[config.mk]
export PLATFORM = sky130hd
export DESIGN_NAME = tone_divider_scheduler
export DESIGN_NICKNAME = d
export VERILOG_FILES = /design/src/rtl/tone_divider_scheduler.sv
export SDC_FILE = /design/constraint.sdc
export NUM_CORES = 1
export LEC_CHECK = 0
export ABC_CLOCK_PERIOD_IN_PS = 4900
export BUFFER_PORTS_ARGS = -buffer_cell sky130_fd_sc_hd__buf_2
export CORE_AREA = 2 2 88 90
export CTS_BUF_LIST = sky130_fd_sc_hd__clkbuf_2 sky130_fd_sc_hd__clkbuf_4 sky130_fd_sc_hd__clkbuf_8
export CTS_CLUSTER_SIZE = 8
export DETAILED_ROUTE_END_ITERATION = 12
export DIE_AREA = 0 0 90 92
export GPL_TIMING_DRIVEN = 0
export MAX_ROUTING_LAYER = met4
export PLACE_DENSITY = 0.71
export SYNTH_ARGS = -nofsm -noshare
export SYNTH_HDL_FRONTEND = slang
export SYNTH_SLANG_ARGS = --single-unit
[constraint.sdc]
create_clock -name clk -period 4.9 [get_ports clk]
set_input_delay 0.245 -clock clk [delete_from_list [all_inputs] [get_ports clk]]
set_output_delay 0.245 -clock clk [all_outputs]
set_load 0.03 [all_outputs]
[src/rtl/tone_divider_scheduler.sv]
// rtl/tone_divider_scheduler.sv - last-key-wins note scheduler driving a glitch-free half-period tone divider
module tone_divider_scheduler #(
  parameter int N_KEYS    = 8,
  parameter int CNT_W     = 18,
  parameter int DIV_SHIFT = 0
) (
  input  logic              clk,
  input  logic              rst,
  input  logic [N_KEYS-1:0] key,
  output logic              tone,
  output logic              active,
  output logic [2:0]        note_idx,
  output logic              toggle
);

  localparam logic [1:0] S_IDLE    = 2'd0;
  localparam logic [1:0] S_PLAY    = 2'd1;
  localparam logic [1:0] S_RELEASE = 2'd2;

  localparam logic [CNT_W-1:0] ONE = CNT_W'(1);

  logic [1:0]        state;
  logic [CNT_W-1:0]  cnt;
  logic [CNT_W-1:0]  half;
  logic [N_KEYS-1:0] key_q;
  logic [2:0]        pend_idx;
  logic              pend_vld;

  logic [N_KEYS-1:0] rise;
  logic [2:0]        cur_idx;
  logic [2:0]        tgt_idx;
  logic [2:0]        idle_idx;
  logic [2:0]        next_note;
  logic              tgt_vld;
  logic              wrap;

  function automatic logic [2:0] msb_idx(input logic [N_KEYS-1:0] v);
    logic [2:0] r;
    r = 3'd0;
    for (int i = 0; i < N_KEYS; i++) begin
      if (v[i]) r = 3'(i);
    end
    return r;
  endfunction

  // C4..C5 half-periods at 100 MHz, scaled down for simulation via DIV_SHIFT
  function automatic logic [CNT_W-1:0] half_of(input logic [2:0] i);
    logic [17:0] v;
    case (i)
      3'd0:    v = 18'd191110;
      3'd1:    v = 18'd170266;
      3'd2:    v = 18'd151685;
      3'd3:    v = 18'd143172;
      3'd4:    v = 18'd127551;
      3'd5:    v = 18'd113636;
      3'd6:    v = 18'd101239;
      default: v = 18'd95557;
    endcase
    v = v >> DIV_SHIFT;
    if (v == 18'd0) v = 18'd1;
    return CNT_W'(v);
  endfunction

  always_comb begin
    rise      = key & ~key_q;
    cur_idx   = pend_vld ? pend_idx : note_idx;
    tgt_vld   = 1'b0;
    tgt_idx   = note_idx;
    if (rise != '0) begin
      tgt_vld = 1'b1;
      tgt_idx = msb_idx(rise);
    end else if (!key[cur_idx] && key != '0) begin
      tgt_vld = 1'b1;
      tgt_idx = msb_idx(key);
    end
    idle_idx  = (rise != '0) ? msb_idx(rise) : msb_idx(key);
    wrap      = (cnt == half - ONE);
    // Pending decisions compare against the note that will sound after this edge
    next_note = (wrap && pend_vld) ? pend_idx : note_idx;
  end

  always_ff @(posedge clk or posedge rst) begin
    if (rst) begin
      state    <= S_IDLE;
      tone     <= 1'b0;
      active   <= 1'b0;
      note_idx <= 3'd0;
      toggle   <= 1'b0;
      cnt      <= '0;
      half     <= '0;
      key_q    <= '0;
      pend_idx <= 3'd0;
      pend_vld <= 1'b0;
    end else begin
      key_q  <= key;
      toggle <= 1'b0;
      case (state)
        S_PLAY, S_RELEASE: begin
          if (state == S_RELEASE && rise == '0) begin
            if (wrap) begin
              state    <= S_IDLE;
              active   <= 1'b0;
              tone     <= 1'b0;
              toggle   <= 1'b1;
              cnt      <= '0;
              pend_vld <= 1'b0;
            end else begin
              cnt <= cnt + ONE;
            end
          end else if (key == '0 && !tone) begin
            state    <= S_IDLE;
            active   <= 1'b0;
            cnt      <= '0;
            pend_vld <= 1'b0;
          end else if (key == '0 && wrap) begin
            // Released exactly on the falling wrap: finish the cycle right here
            state    <= S_IDLE;
            active   <= 1'b0;
            tone     <= 1'b0;
            toggle   <= 1'b1;
            cnt      <= '0;
            pend_vld <= 1'b0;
          end else begin
            state <= (key == '0) ? S_RELEASE : S_PLAY;
            if (wrap) begin
              cnt    <= '0;
              tone   <= ~tone;
              toggle <= 1'b1;
              if (pend_vld) begin
                note_idx <= pend_idx;
                half     <= half_of(pend_idx);
                pend_vld <= 1'b0;
              end
            end else begin
              cnt <= cnt + ONE;
            end
            if (tgt_vld) begin
              if (tgt_idx != next_note) begin
                pend_idx <= tgt_idx;
                pend_vld <= 1'b1;
              end else begin
                pend_vld <= 1'b0;
              end
            end
          end
        end
        default: begin
          tone     <= 1'b0;
          cnt      <= '0;
          pend_vld <= 1'b0;
          if (key != '0) begin
            state    <= S_PLAY;
            active   <= 1'b1;
            note_idx <= idle_idx;
            half     <= half_of(idle_idx);
          end
        end
      endcase
    end
  end

endmodule

# [After elaboration in Yosys (flattened, before gate mapping)]
# Index checks and enable logic that the tools add are counted.
[word_totals] inputBits=10 wordCells=150 register_bits=56
[classes] n_addsub=2 order_cmp=1 n_eq_ne=25 n_mux=83 n_bitwise=6 n_reduce_logical=23
[ops] cell="2-to-1 mux 18 bit" n=22
[ops] cell="case mux 18 bit (7 select lines)" n=2
[ops] cell="2-to-1 mux 3 bit" n=22
[ops] cell="zero test 18 bit" n=2
[ops] cell="2-to-1 mux 1 bit" n=28
[ops] cell="adder 18 x 1 -> 18 bit (second input constant)" n=1
[ops] cell="equality test 18 bit" n=1
[ops] cell="equality test 3 bit (second input constant)" n=6
[ops] cell="subtractor 18 x 1 -> 18 bit (second input constant)" n=1
[ops] cell="zero test 8 bit" n=2
[ops] cell="2-to-1 mux 2 bit" n=8
[ops] cell="nonzero test 8 bit" n=2
[ops] cell="equality test 3 x 2 -> 1 bit (second input constant)" n=4
[ops] cell="AND reduction 6 bit" n=2
[ops] cell="inequality test 2 bit (second input constant)" n=5
[ops] cell="AND 8 bit" n=1
[ops] cell="inequality test 4 bit (second input constant)" n=2
[ops] cell="NOT 8 bit" n=1
[ops] cell="equality test 3 x 1 -> 1 bit (second input constant)" n=2
[ops] cell="zero test 3 bit" n=2
[ops] cell="inequality test 3 bit (second input constant)" n=2
[ops] cell="AND reduction 3 bit" n=2
[ops] cell="logical AND 1 bit" n=5
[ops] cell="AND reduction 5 bit" n=1
[ops] cell="other kinds (10)" n=14

# [Longest topological paths before layout]
[logic_depth] depth_word=18 ltp_mapped=13

# [Worst setup path before layout]
# Ideal clock, no wire load.
[synth_path] path_kind="register -> register" from="reg half[2]" to="reg pend_idx[2]" arrival_time_ns=3.363 path_stages_with_launch=11 setup_slack_ns=1.412 required_time_ns=4.775 path_cell_list="dfrtp_1 > or3_1 > buf_2 > or4_4 > a2111oi_4 > nand3_2 > nor4_4 > and4_1 > nor4_2 > o41ai_4 > mux2_4"
[synth_via] elab_chain_len=6 elab_cells_between_ends=8
[synth_rtl] element="start: declaration" line_no="24" source="logic [CNT_W-1:0] half;"
[synth_rtl] element="start signal: assignment" line_no="131" source="half <= half_of(pend_idx);"
[synth_rtl] element="start signal: assignment" line_no="155" source="half <= half_of(idle_idx);"
[synth_rtl] element="subtractor 18 x 1 -> 18 bit (*)" line_no="77" source="wrap = (cnt == half - ONE);"
[synth_rtl] element="equality test 18 bit (*)" line_no="77"
[synth_rtl] element="logical AND 1 bit" line_no="79" source="next_note = (wrap && pend_vld) ? pend_idx : note_idx;"
[synth_rtl] element="2-to-1 mux 3 bit" line_no="79"
[synth_rtl] element="inequality test 3 bit" line_no="138" source="if (tgt_idx != next_note) begin"
[synth_rtl] element="AND reduction 6 bit (no source line) (*)"
[synth_rtl] element="end signal: assignment" line_no="139" source="pend_idx <= tgt_idx;"
[synth_rtl] element="end: declaration" line_no="26" source="logic [2:0] pend_idx;"
# Mark *: on every way between the ends. The rest lies on a longest branch, timed or not.
# A chain may end at the register's enable or synchronous reset.

# [Worst setup path in the final report]
[layout_path] from="reg half[0]" to="reg cnt[9]"
[layout_via] elab_chain_len=7 elab_cells_between_ends=8
[layout_rtl] element="subtractor 18 x 1 -> 18 bit (*)" line_no="77"
[layout_rtl] element="equality test 18 bit (*)" line_no="77"
[layout_rtl] element="2-to-1 mux 18 bit or logical AND 1 bit (tied branches)" line_no="100, 125, 115"
[layout_rtl] element="2-to-1 mux 18 bit" line_no="115" source="end else if (key == '0 && wrap) begin"
[layout_rtl] element="2-to-1 mux 18 bit" line_no="110" source="end else if (key == '0 && !tone) begin"
[layout_rtl] element="2-to-1 mux 18 bit (*)" line_no="99" source="if (state == S_RELEASE && rise == '0) begin"
[layout_rtl] element="2-to-1 mux 18 bit (*)" line_no="97" source="case (state)"
[layout_rtl] element="end signal: assignment" line_no="108" source="cnt <= cnt + ONE;"
[layout_rtl] element="end signal: assignment" line_no="135" source="cnt <= cnt + ONE;"
[layout_rtl] element="end: declaration" line_no="23" source="logic [CNT_W-1:0] cnt;"
# Marks and branches as above.

==> run metrics <==
Core Area 0.00745 mm^2; chip width 90 um; max-cap violations 0; fmax 249 MHz; Max H-tree Level 2; Post-DRT Antenna Nets 0; GPL Wtd Cong 0.926; first-pass GRT wire length 16.5 mm; worst slack, placed 0.965 ns; IO buf count 15; Post-synth ARST share 100%; Hold WC Path Type input pin to flip-flop; Yosys cell types 68; NumNets Final 492; Worst Setup Start Kind flip-flop; Slew Limit Fails 0; Cell Area, Synth 0.00397 mm^2; Cells after Synth 455; setup ws final 0.880 ns; DRC 0; RSZ-0062 raised after global routing false; Synth area leader dfrtp_1; Root Driver clkbuf_8; dpl hpwl 7.33 mm; initial core utilization 53.2%; largest net degree at the start of global routing 40; fin crit share 82.0%; Vias/cell 6.06; Worst Skew 0.00959 ns; clock latency on the worst-skew pair 0.31 ns; cts bufs inserted 5; initial antenna violation count 0; Setup TNS 0 ns; worst slew pin tran 1.12 ns; std cell rows 32; Slowest cell on crit path o41ai_1; status finished, final reports clean; Syn-to-layout area delta 9.28%; Post-Synthesis Net Count 468; clk slew on worst S/H paths 0.10 ns; CTS Buffer Depth 2; critical path type flip-flop to flip-flop; worst endpoint required time 5.08 ns; num ports 16; WL/cell 16.8 um; layout cells sized above 1 11.1%; Syn Area/Cell 8.71 um^2; Via Count 3522; Crit. End Element flip-flop; Max-slew headroom 24.6%; global route overflow 0; critical-path cell list inv_1, ha_1, nor2b_1, a21boi_0, o41ai_1, o22ai_1, nor4_4, buf_6, or3_1, clkbuf_1, buf_1, nor2_1; hold_buf cts 1; Peak VDD IR 0.194 mV; vias in the first global route 3382; crit-path max cell delay 0.55 ns; initial drt markers 179; pwr dens 414 mW/mm^2; ANT cells 0; final hold violations 0; final setup fails 0; setup bufs post-CTS 0; WP data arrival 4.20 ns; number of flops mapped to enable cells by yosys 0; Synth top area share 35.3%; CTS sink count 56; DRT Pass-1 Iters 7; ys flop type dfrtp_1; total track usage 25.0%; # resized after CTS 0; Die H 92 um; largest cells by area after synthesis dfrtp_1 35%, xnor2_1 6.0%, nor2_1 4.9%, xor2_1 3.8%, nand2_1 3.4%; flop and latch count out of synthesis 56; CTS tree built; YS warnings 0; final WL 9.79 mm; leakage 1.81 nW; Crit Path Max Fanout 10; sequential fraction of the synthesis area 35.3%; crit path time final 4.02 ns; DIE AREA 0.00828 mm^2
worst paths after layout:
| path | startpoint | to | slack, ns | cells after the start |
|---|---|---|---|---|
| setup / recovery | half[0] | cnt[9] | 0.88 | 12 |
| hold / removal | key[2] | key_q[2] | 0.09 | 1 |
| setup reg to reg | half[0] | cnt[9] | 0.88 | 12 |
| hold reg to reg | active | active | 0.51 | 2 |
| max in group asynchronous | rst | state[1] | 3.91 | 4 |
| min in group asynchronous | rst | half[12] | 0.46 | 3 |
cell families (layout without fill, tap and decap cells):
| group | count (synthesis) | in the layout | synth area share (%) |
|---|---|---|---|
| xor+xnor | 44 | 44 | 9.72 |
| buf+inv | 45 | 69 | 4.54 |
| compound gates | 102 | 102 | 19.0 |
| mux | 17 | 17 | 5.24 |
| flops | 56 | 56 | 35.3 |
| simple gates | 187 | 187 | 24.9 |
| fa+ha+maj | 4 | 4 | 1.20 |
layout make-up:
type	count	area [um^2]
Fill cell	687	3110
Multi-Input combinational cell	354	2390
Sequential cell	56	1400
Tap cell	102	128
Buffer	26	109
Timing Repair Buffer	17	105
Inverter	19	71.3
Clock buffer	5	68.8
Clock inverter	2	60.1
state kept, by name (all words and copies together) (netlist names), 2 cells and up:
| signal | flops |
|---|---|
| state | 2 |
| pend_idx | 3 |
| key_q | 8 |
| half | 18 |
| note_idx | 3 |
| cnt | 18 |
worst max-delay path: cells and delay by family (launching register included):
family          cells  cell delay, ns
flops               1            0.47
fa+ha+maj           1            0.27
compound gates      3            0.97
buf+inv             4            1.10
simple gates        4            1.07
stage by stage:
stage	util, %	total power, mW	hold slack [ns]	std cells	area (um^2)
2_1_floorplan	-	1.25	0.276	455	3970
3_3_place_gp	56.0	1.41	0.408	572	4170
3_5_place_dp	56.3	1.43	0.262	573	4190
4_1_cts	58.2	1.79	0.0826	581	4330
5_1_grt	58.2	1.90	0.0813	581	4330
6_report	58.2	1.79	0.0885	581	4330
layout by cell type (no fill, tap or decap), drive strengths merged, types with 3 or more instances in the layout:
cell type / count
dfrtp: 56
nor2: 52
nand2: 36
xnor2: 27
clkbuf: 25
buf: 22
o21ai: 21
inv: 19
xor2: 17
nand3: 16
a21oi: 15
nor3: 12
a31oi: 12
nand4: 11
nor2b: 10
o211ai: 9
nand2b: 9
or3: 8
mux2i: 8
mux2: 7
and3: 6
o31ai: 6
or4: 5
a211oi: 4
o211a: 4
and4: 4
o41ai: 4
nor4: 4
a2111oi: 4
a32oi: 3
a21boi: 3
o22ai: 3
or2: 3
ha: 3
routing by layer:
layer	GRT usage, %	up-vias	wire length, um
li1	-	1693	-
met1	30.3	1692	4240
met2	43.5	111	4860
met3	3.37	26	415
met4	8.08	0	267
met5	-	-	0
report_power, final:
group / internal [mW] / leakage [nW] / switching [mW]
registers: 0.556 / 0.687 / 0.122
logic: 0.311 / 1.06 / 0.445
clock network: 0.201 / 0.0642 / 0.156
total: 1.07 / 1.81 / 0.723
cells in the mapped netlist (5+ instances only):
library cell / count
nand4_1: 11
xnor2_1: 27
nor3_1: 12
nor2b_1: 10
or3_1: 8
o21ai_0: 20
o31ai_1: 5
o211ai_1: 9
mux2i_1: 8
mux2_2: 5
nor2_1: 52
nand2_1: 36
nand3_1: 14
xor2_1: 17
inv_1: 19
nand2b_1: 9
a31oi_1: 12
and3_1: 6
clkbuf_1: 20
a21oi_1: 15
dfrtp_1: 56
No activity file was read; power rests on OpenSTA's default activity.
